--- src/rtl/wb_arb_pkg.sv ---
// Shared widths and the buffered MDU result entry for the regfile write arbiter.
package wb_arb_pkg;
    localparam int REG_ADDR_W = 5;
    localparam int DATA_W     = 32;

    typedef struct packed {
        logic [REG_ADDR_W-1:0] addr;
        logic [DATA_W-1:0]     data;
        logic                  killed;
    } fifo_entry_t;
endpackage

--- src/rtl/wb_write_arbiter_if.sv ---
// Write-back / MDU request and regfile write-port bundle for wb_write_arbiter.
interface wb_write_arbiter_if;
    import wb_arb_pkg::*;

    logic                  iwb_we;
    logic [REG_ADDR_W-1:0] iwb_addr;
    logic [DATA_W-1:0]     iwb_data;
    logic                  imdu_valid;
    logic [REG_ADDR_W-1:0] imdu_addr;
    logic [DATA_W-1:0]     imdu_data;
    logic                  omdu_ready;
    logic                  orf_we;
    logic [REG_ADDR_W-1:0] orf_addr;
    logic [DATA_W-1:0]     orf_data;
    logic                  ostall;
    logic [1:0]            obuf_count;

    modport slave (
        input  iwb_we, iwb_addr, iwb_data, imdu_valid, imdu_addr, imdu_data,
        output omdu_ready, orf_we, orf_addr, orf_data, ostall, obuf_count
    );

    modport master (
        output iwb_we, iwb_addr, iwb_data, imdu_valid, imdu_addr, imdu_data,
        input  omdu_ready, orf_we, orf_addr, orf_data, ostall, obuf_count
    );
endinterface

--- src/rtl/wb_mdu_fifo.sv ---
// Two-entry in-order FIFO of MDU results; head lives in slot 0.
// A squash request marks every stored entry matching squash_addr as killed.
module wb_mdu_fifo
    import wb_arb_pkg::*;
(
    input  logic                  clk,
    input  logic                  rstn,
    input  logic                  push,
    input  fifo_entry_t           push_entry,
    input  logic                  pop,
    input  logic                  squash,
    input  logic [REG_ADDR_W-1:0] squash_addr,
    output fifo_entry_t           head,
    output logic [1:0]            count
);
    fifo_entry_t e0, e1, m0, m1;
    logic [1:0]  occ;

    always_comb begin
        m0 = e0;
        m1 = e1;
        if (squash && (e0.addr == squash_addr)) m0.killed = 1'b1;
        if (squash && (e1.addr == squash_addr)) m1.killed = 1'b1;
    end

    // Occupancy after this cycle's pop decides which slot a push lands in.
    assign occ  = count - {1'b0, pop};
    assign head = e0;

    always_ff @(posedge clk) begin
        if (!rstn) begin
            count <= 2'd0;
        end else begin
            count <= count + {1'b0, push} - {1'b0, pop};
        end
    end

    always_ff @(posedge clk) begin
        e0 <= m0;
        e1 <= m1;
        if (pop) e0 <= m1;
        if (push) begin
            if (occ == 2'd0) e0 <= push_entry;
            else             e1 <= push_entry;
        end
    end
endmodule

--- src/rtl/wb_write_arbiter.sv ---
// Regfile write-port arbiter: WB requests win, MDU results wait in a 2-entry FIFO.
// Optional WAW squash of stale buffered MDU results: define WB_WAW_SQUASH_EN.
module wb_write_arbiter
    import wb_arb_pkg::*;
#(
    parameter int STARVE_LIMIT = 4
) (
    input logic               clk,
    input logic               rstn,
    wb_write_arbiter_if.slave bus
);
    localparam int               AGE_W    = $clog2(STARVE_LIMIT + 1);
    localparam logic [AGE_W-1:0] AGE_MAX  = AGE_W'(STARVE_LIMIT);
    localparam logic [AGE_W-1:0] AGE_WARN = AGE_W'(STARVE_LIMIT - 1);

    fifo_entry_t           head, push_entry;
    logic [1:0]            count, count_nxt;
    logic [AGE_W-1:0]      age, age_nxt;
    logic                  ready, wb_win, mdu_acc, head_vld, pop, head_wr;
    logic                  bypass, push, squash;
    logic                  rf_we, stall;
    logic [REG_ADDR_W-1:0] rf_addr;
    logic [DATA_W-1:0]     rf_data;

    function automatic logic [AGE_W-1:0] sat_age(input logic [AGE_W-1:0] a);
        return (a >= AGE_MAX) ? AGE_MAX : a + 1'b1;
    endfunction

    assign ready    = (count != 2'd2) && rstn;
    assign wb_win   = bus.iwb_we && (bus.iwb_addr != '0);
    assign mdu_acc  = bus.imdu_valid && ready && (bus.imdu_addr != '0);
    assign head_vld = (count != 2'd0);
    // Killed heads drain even under a WB write since they need no write port.
    assign pop      = head_vld && (head.killed || !wb_win);
    assign head_wr  = pop && !head.killed;
    // An idle port with an empty FIFO writes the MDU result straight through.
    assign bypass   = mdu_acc && !head_vld && !wb_win;
    assign push     = mdu_acc && !bypass;

    always_comb begin
        push_entry        = '0;
        push_entry.addr   = bus.imdu_addr;
        push_entry.data   = bus.imdu_data;
        push_entry.killed = 1'b0;
    end

`ifdef WB_WAW_SQUASH_EN
    assign squash = wb_win;
`else
    assign squash = 1'b0;
`endif

    assign count_nxt = count + {1'b0, push} - {1'b0, pop};
    assign age_nxt   = (!head_vld || pop) ? '0 : sat_age(age);

    wb_mdu_fifo u_fifo (
        .clk         (clk),
        .rstn        (rstn),
        .push        (push),
        .push_entry  (push_entry),
        .pop         (pop),
        .squash      (squash),
        .squash_addr (bus.iwb_addr),
        .head        (head),
        .count       (count)
    );

    always_ff @(posedge clk) begin
        if (!rstn) begin
            rf_we   <= 1'b0;
            rf_addr <= '0;
            rf_data <= '0;
            stall   <= 1'b0;
            age     <= '0;
        end else begin
            rf_we <= wb_win || head_wr || bypass;
            if (wb_win) begin
                rf_addr <= bus.iwb_addr;
                rf_data <= bus.iwb_data;
            end else if (head_wr) begin
                rf_addr <= head.addr;
                rf_data <= head.data;
            end else if (bypass) begin
                rf_addr <= bus.imdu_addr;
                rf_data <= bus.imdu_data;
            end
            stall <= (count_nxt == 2'd2) || (age_nxt >= AGE_WARN);
            age   <= age_nxt;
        end
    end

    assign bus.omdu_ready = ready;
    assign bus.orf_we     = rf_we;
    assign bus.orf_addr   = rf_addr;
    assign bus.orf_data   = rf_data;
    assign bus.ostall     = stall;
    assign bus.obuf_count = count;
endmodule

--- src/flat_wrapper.sv ---
// flat-port wrapper written by rule: the top's interface ports become plain ports
module wb_write_arbiter_flat import wb_arb_pkg::*;
#(
    parameter int STARVE_LIMIT = 4
)
  (clk, rstn, bus_iwb_we, bus_iwb_addr, bus_iwb_data, bus_imdu_valid, bus_imdu_addr, bus_imdu_data, bus_omdu_ready, bus_orf_we, bus_orf_addr, bus_orf_data, bus_ostall, bus_obuf_count);
  wb_write_arbiter_if bus_i ();
  input logic clk;
  input logic rstn;
  input wire logic [$bits(bus_i.iwb_we)-1:0] bus_iwb_we;
  input wire logic [$bits(bus_i.iwb_addr)-1:0] bus_iwb_addr;
  input wire logic [$bits(bus_i.iwb_data)-1:0] bus_iwb_data;
  input wire logic [$bits(bus_i.imdu_valid)-1:0] bus_imdu_valid;
  input wire logic [$bits(bus_i.imdu_addr)-1:0] bus_imdu_addr;
  input wire logic [$bits(bus_i.imdu_data)-1:0] bus_imdu_data;
  output wire logic [$bits(bus_i.omdu_ready)-1:0] bus_omdu_ready;
  output wire logic [$bits(bus_i.orf_we)-1:0] bus_orf_we;
  output wire logic [$bits(bus_i.orf_addr)-1:0] bus_orf_addr;
  output wire logic [$bits(bus_i.orf_data)-1:0] bus_orf_data;
  output wire logic [$bits(bus_i.ostall)-1:0] bus_ostall;
  output wire logic [$bits(bus_i.obuf_count)-1:0] bus_obuf_count;
  assign bus_i.iwb_we = bus_iwb_we;
  assign bus_i.iwb_addr = bus_iwb_addr;
  assign bus_i.iwb_data = bus_iwb_data;
  assign bus_i.imdu_valid = bus_imdu_valid;
  assign bus_i.imdu_addr = bus_imdu_addr;
  assign bus_i.imdu_data = bus_imdu_data;
  assign bus_omdu_ready = bus_i.omdu_ready;
  assign bus_orf_we = bus_i.orf_we;
  assign bus_orf_addr = bus_i.orf_addr;
  assign bus_orf_data = bus_i.orf_data;
  assign bus_ostall = bus_i.ostall;
  assign bus_obuf_count = bus_i.obuf_count;
  wb_write_arbiter #(.STARVE_LIMIT(STARVE_LIMIT)) u_core (.clk(clk), .rstn(rstn), .bus(bus_i));
endmodule
--- config.mk ---
export PLATFORM = sky130hd
export DESIGN_NAME = wb_write_arbiter_flat
export DESIGN_NICKNAME = d
export VERILOG_FILES = /design/src/rtl/wb_arb_pkg.sv /design/src/rtl/wb_write_arbiter_if.sv /design/src/rtl/wb_mdu_fifo.sv /design/src/rtl/wb_write_arbiter.sv /design/src/flat_wrapper.sv
export SDC_FILE = /design/constraint.sdc
export NUM_CORES = 1
export LEC_CHECK = 0
export ABC_AREA = 1
export CAP_MARGIN = 10
export CORE_AREA = 2 2 113 115
export CTS_CLUSTER_DIAMETER = 60
export DETAILED_ROUTE_END_ITERATION = 7
export DIE_AREA = 0 0 115 117
export PLACE_DENSITY = 0.79
export SLEW_MARGIN = 20
export SYNTH_ARGS = -nofsm -noshare
export SYNTH_HDL_FRONTEND = slang
export SYNTH_HIERARCHICAL = 1
export SYNTH_SLANG_ARGS = --single-unit
--- constraint.sdc ---
create_clock -name clk -period 4.15 [get_ports clk]
set_clock_uncertainty 0.1 [all_clocks]
set_input_delay 0.83 -clock clk [delete_from_list [all_inputs] [get_ports clk]]
set_output_delay 0.83 -clock clk [all_outputs]
set_load 0.005 [all_outputs]
==> results of run 1 <==
[state kept, by name, indices dropped and copies added (netlist names)]
signal,count
u_core/bus.ostall,1
u_core/age,3
u_core/u_fifo/e1,38
u_core/bus.orf_we,1
u_core/u_fifo/count,2
u_core/bus.orf_data,32
u_core/bus.orf_addr,5
u_core/u_fifo/head,38
[metal layers]
| metal | vias to the layer above | GRT usage (%) | wire length, microns |
|---|---|---|---|
| met2 | 196 | 39.92 | 7373 |
| met3 | 27 | 7.209 | 1103 |
| li1 | 2956 | - | - |
| met4 | 0 | 8.032 | 274 |
| met5 | - | 0 | 0 |
| met1 | 2599 | 30.79 | 6858 |
[path summary, 6_finish.rpt]
kind                             endpoint  slack, ps                    from
hold / removal     u_core/bus.orf_data[9]        350  u_core/bus.orf_data[9]
setup / recovery  u_core/bus.orf_data[10]        950         bus_iwb_addr[3]
hold reg to reg    u_core/bus.orf_data[9]        350  u_core/bus.orf_data[9]
setup reg to reg  u_core/bus.orf_data[19]       1260   u_core/u_fifo/head[0]
[power breakdown]
group          internal (uW)  total (uW)  switching [uW]
registers               1610        1830             214
logic                    704        1700             995
clock network            993        1510             516
total                   3310        5030            1730
[logic make-up (layout without fill, tap and decap cells)]
group | Yosys count | after routing | synth area share [%]
DFF | 120 | 120 | 44.45
and+or+nand+nor | 356 | 356 | 24.73
buffers and inverters | 232 | 349 | 15.47
AOI/OAI and AO/OA | 156 | 156 | 13.54
other | 1 | 4 | 0.06012
adders and majority gates | 6 | 6 | 1.204
xor gates and xnor gates | 3 | 3 | 0.5417
[placed cells by master, fill, tap and decap left out, drive strengths merged, types with 17 or more instances in the layout]
cell type / instances
clkbuf: 17
clkdlybuf4s50: 119
nand2: 225
or2: 17
edfxtp: 37
a21oi: 47
inv: 182
dfxtp: 83
nand3: 55
nand4: 22
o21ai: 91
nor2: 35
[worst register-to-register path, delay by kind of cell (launching register included)]
kind            cells  cell delay, ps
simple gates        4             320
buf+inv             3            1360
flops               1             890
compound gates      1             140
[area by class of cell]
cell class              count  area, sq um
fillers                  1080         4223
clock inverters            15        183.9
clock buffers              17        425.4
multi-input cells         525         2516
repair buffers            134         1316
flip-flops and latches    120         2773
well taps                 150        187.7
inverters                 183        686.9
[metrics by stage]
step	worst slack, ps	util, %	hold WS (ps)	area, sq um	total power, uW
floorplan	676.4	-	348.1	6248	2946
global placement	590.8	60.75	338.2	7480	3465
detailed placement	556.3	60.75	343.7	7480	3512
CTS	964.7	65.70	356.7	8089	5053
global route	640.4	65.70	373.9	8089	5388
finish	946.6	65.70	352.6	8089	5034
==> qor.txt, run 1 <==
CTS clk-pin slew, worst paths -> 60 ps
Antenna violations before repair -> 0
Grt ovf -> 0
Cell taking the most area after synthesis -> dfxtp_1
R2R cell count -> 8
Synthesized area -> 6237 sq um
Crit path DAT -> 3440 ps
CP delay by family, top -> buffers and inverters
DR iter-0 viols -> 494
Placer congestion estimate -> 0.8972
Register bit total from synthesis -> 120
Worst Path Buf+Inv -> 3
Post-DR wirelength/cell -> 13.65 microns
First-pass GRT wire length -> 25640 microns
Final WL -> 15610 microns
Hold_buf cts -> 0
Crit path depth -> 10
Crit Path Class -> in2reg
Final setup violation count -> 0
Final Hold Viols -> 0
Crit path max fanout -> 78
Die area -> 13460 sq um
H-tree Lvls -> 4
Clock latency on the worst-skew pair -> 410 ps
Worst hold path class -> reg2reg
Slew headroom -> 41.75%
Maximum clock path buffer count -> 2
Post-CTS setup buffers -> 0
Max Fclk -> 0.3122 GHz
Worst VDD drop -> 0.3144 mV
Layout area overhead -> 29.69%
Slew Limit Fails -> 0
Total core area -> 12310 sq um
Worst-Margin Slew -> 872.6 ps
Net count reported at finish -> 1065
Sequential area share after synthesis -> 44.45%
Number of synthesis warnings -> 6
RSZ-0062 raised after global routing -> no
Worst stage delay on the critical path -> 670 ps
Worst Path Required -> 4390 ps
Initial Utilization -> 50.66%
DRC viols -> 0
Die height -> 117 microns
Sink Count -> 120
Hold Crit Depth -> 2
Post-synth EDFFs -> 37
Share of layout cells above drive strength 1 -> 7.646%
Largest net degree at the start of global routing -> 79
Rows -> 41
Drt via density -> 5.051
CP Capture Type -> flop
Drt first pass iters -> 5
Antenna fix cells -> 0
Non-Filler Instances -> 1144
Post-synth cell types -> 31
IO Pins -> 120
Final Cycle Share -> 77.19%
Number of gates resized after CTS -> 0
Synth top cells by count -> 222 x nand2_1, 179 x inv_1, 83 x dfxtp_1
DR vias -> 5778
Num CTS Buffers -> 17
Startpoint types -> input port
Vias in the first global route -> 5383
DP HPWL -> 10070 microns
Die Wd -> 115 microns
CTS tree -> built
Setup tns final -> 0 ps
Status -> finished, final reports clean
Most frequent cell after synthesis -> nand2_1
IO Port Bufs -> 119
Root Buffer Master -> clkbuf_16
Post-DRT Antenna Nets -> 0
Largest cells by area after synthesis -> dfxtp_1 27%, edfxtp_1 18%, nand2_1 13%
Cells after Synth -> 874
CP max-delay cell -> buf_4
Area share of the largest cell type after synthesis -> 26.64%
Worst path cell trace -> clkdlybuf4s50_1 > nor2_1 > nand3_1 > nand2_4 > buf_4 > nand3_2 > buf_4 > nand2_1 > nand3_1 > a21oi_1
Dpl cells -> 1112
Syn avg cell area -> 7.136 sq um
Pwr/cell area -> 622.3 nW/um^2
Minimum clock period after layout -> 3203 ps
Top_reg_cell synth -> dfxtp_1
GRT Resource Usage Total -> 24.27%
Leak pwr -> 0.003855 uW
Max-cap violations -> 0
Post-synth ARST share -> 0%
(Power assumes the default switching activity.)
==> inputs of run 2 (changes only) <==
clock period = 3 ns   (was 4.15 ns; I/O delays follow)
==> qor.txt, run 2 (synthesis gave the netlist of run 1 again) <==
Status -> finished, final reports clean
Antenna violations before repair -> 0
Drt via density -> 4.970
Antenna fix cells -> 0
DP HPWL -> 10140 microns
DR WL met3 -> 700 microns
DR WL met2 -> 7701 microns
Most frequent cells in the layout -> 221 x nand2_1, 177 x inv_1, 119 x clkdlybuf4s50_1, 83 x dfxtp_1, 67 x o21ai_0
Reg power frac -> 34.9%
DR vias -> 5760
Vias in the first global route -> 5382
Most common cell after layout, fill and taps aside -> nand2_1
Final Hold Viols -> 0
Hold Crit Depth -> 2
First-pass GRT wire length -> 25540 microns
Sink Count -> 120
Largest net degree at the start of global routing -> 56
Share of layout cells above drive strength 1 -> 9.217%
Minimum clock period after layout -> 2604 ps
Maximum clock path buffer count -> 2
Pwr/cell area -> 855.5 nW/um^2
Worst hold path class -> reg2reg
CTS clk-pin slew, worst paths -> 50 ps
Register area -> 2773 sq um
Psw -> 2372 uW
Slew headroom -> 63.02%
RSZ-0062 raised after global routing -> no
Grt ovf -> 0
Clock latency on the worst-skew pair -> 410 ps
Clk pwr share -> 30.1%
Crit Path Class -> in2reg
IO Port Bufs -> 119
Final WL -> 15510 microns
Combinational share of power -> 34.9%
Num CTS Buffers -> 17
Worst VDD drop -> 0.5739 mV
Worst-Margin Slew -> 554.7 ps
Crit path max fanout -> 2
GRT Resource Usage Total -> 24.16%
Final setup violation count -> 0
Finished Cell Area -> 8289 sq um
Leak pwr -> 0.003953 uW
Die height -> 117 microns
Setup tns final -> 0 ps
Area of the multi-input gates -> 2524 sq um
Sw Share -> 33.44%
Post-DRT Antenna Nets -> 0
Worst Path Required -> 3260 ps
Initial Utilization -> 50.66%
CTS tree -> built
Highest Signal Layer -> met4
Crit path DAT -> 2860 ps
Rows -> 41
CP Capture Type -> flop
Root Buffer Master -> clkbuf_16
Fin worst setup slack -> 396.2 ps
Max Fclk -> 0.3840 GHz
Net count reported at finish -> 1080
Final Cycle Share -> 86.79%
Pre-CTS setup slack -> -37.37 ps
Startpoint types -> input port
Total power -> 7092 uW
Layout area overhead -> 32.90%
WHS -> 350.7 ps
Post-DR wirelength/cell -> 13.38 microns
Slew Limit Fails -> 0
Drt first pass iters -> 5
Filler cell count -> 1025
H-tree Lvls -> 4
Post-DP Area -> 7666 sq um
Number of gates resized after CTS -> 0
Routed length on met1 -> 6881 microns
Die area -> 13460 sq um
Int Power -> 4720 uW
Total core area -> 12310 sq um
Hold_buf cts -> 0
IO Pins -> 120
Post-CTS setup buffers -> 0
Max-cap violations -> 0
Placer congestion estimate -> 0.8654
DR iter-0 viols -> 555
Die Wd -> 115 microns
DRC viols -> 0
R2R cell count -> 14
[run 2: changes by cell type in the layout (fill, tap and decap cells not counted), sizes merged]
cell	change
clkinv	-3
buf	+15
clkinvlp	-1
clkbuf	+5
inv	-1
[run 2: area by class of cell]
class | count | area share (%)
Clock buffer | 22 | 5.721
Clock inverter | 10 | 1.796
Inverter | 183 | 8.332
Multi-Input combinational cell | 525 | 30.45
Sequential cell | 120 | 33.45
Tap cell | 150 | 2.264
Timing Repair Buffer | 149 | 17.99
[run 2: routing by layer]
metal	up-vias	GRT usage (%)
met5	-	0
met4	0	7.390
met3	23	5.870
met2	134	40.31
met1	2618	31.26
li1	2985	-
[run 2: power by group through the flow]
stage / clock network, uW / registers [uW] / logic [uW]
final: 2140 / 2480 / 2480
after global routing: 2250 / 2540 / 2800
after CTS: 2170 / 2480 / 2470
after detailed placement: 0 / 2500 / 2440
after global placement: 0 / 2480 / 2380
after floorplan: 0 / 2460 / 1620
[run 2: critical path, stage by stage]
cell	delay [ps]
clkdlybuf4s50_1	410
or2_2	310
nor2_1	110
nor2_1	70
nand3_2	60
nand2_1	70
ha_1	280
inv_1	40
ha_1	180
xnor2_1	130
xor2_1	160
or2_2	280
nand2_1	60
nand2_1	50
nand2_1	60
[run 2: per-stage QoR]
step	instances	utilization, %
floorplan	877	-
global placement	1127	62.27
detailed placement	1127	62.27
CTS	1159	67.33
global route	1159	67.33
finish	1159	67.33
[run 2: worst paths after layout]
kind	start	slack (ps)	end
setup reg to reg	u_core/u_fifo/count[0]	670	u_core/bus.ostall
hold reg to reg	u_core/bus.orf_data[14]	350	u_core/bus.orf_data[14]
hold / removal	u_core/bus.orf_data[14]	350	u_core/bus.orf_data[14]
setup / recovery	bus_imdu_addr[0]	400	u_core/bus.ostall
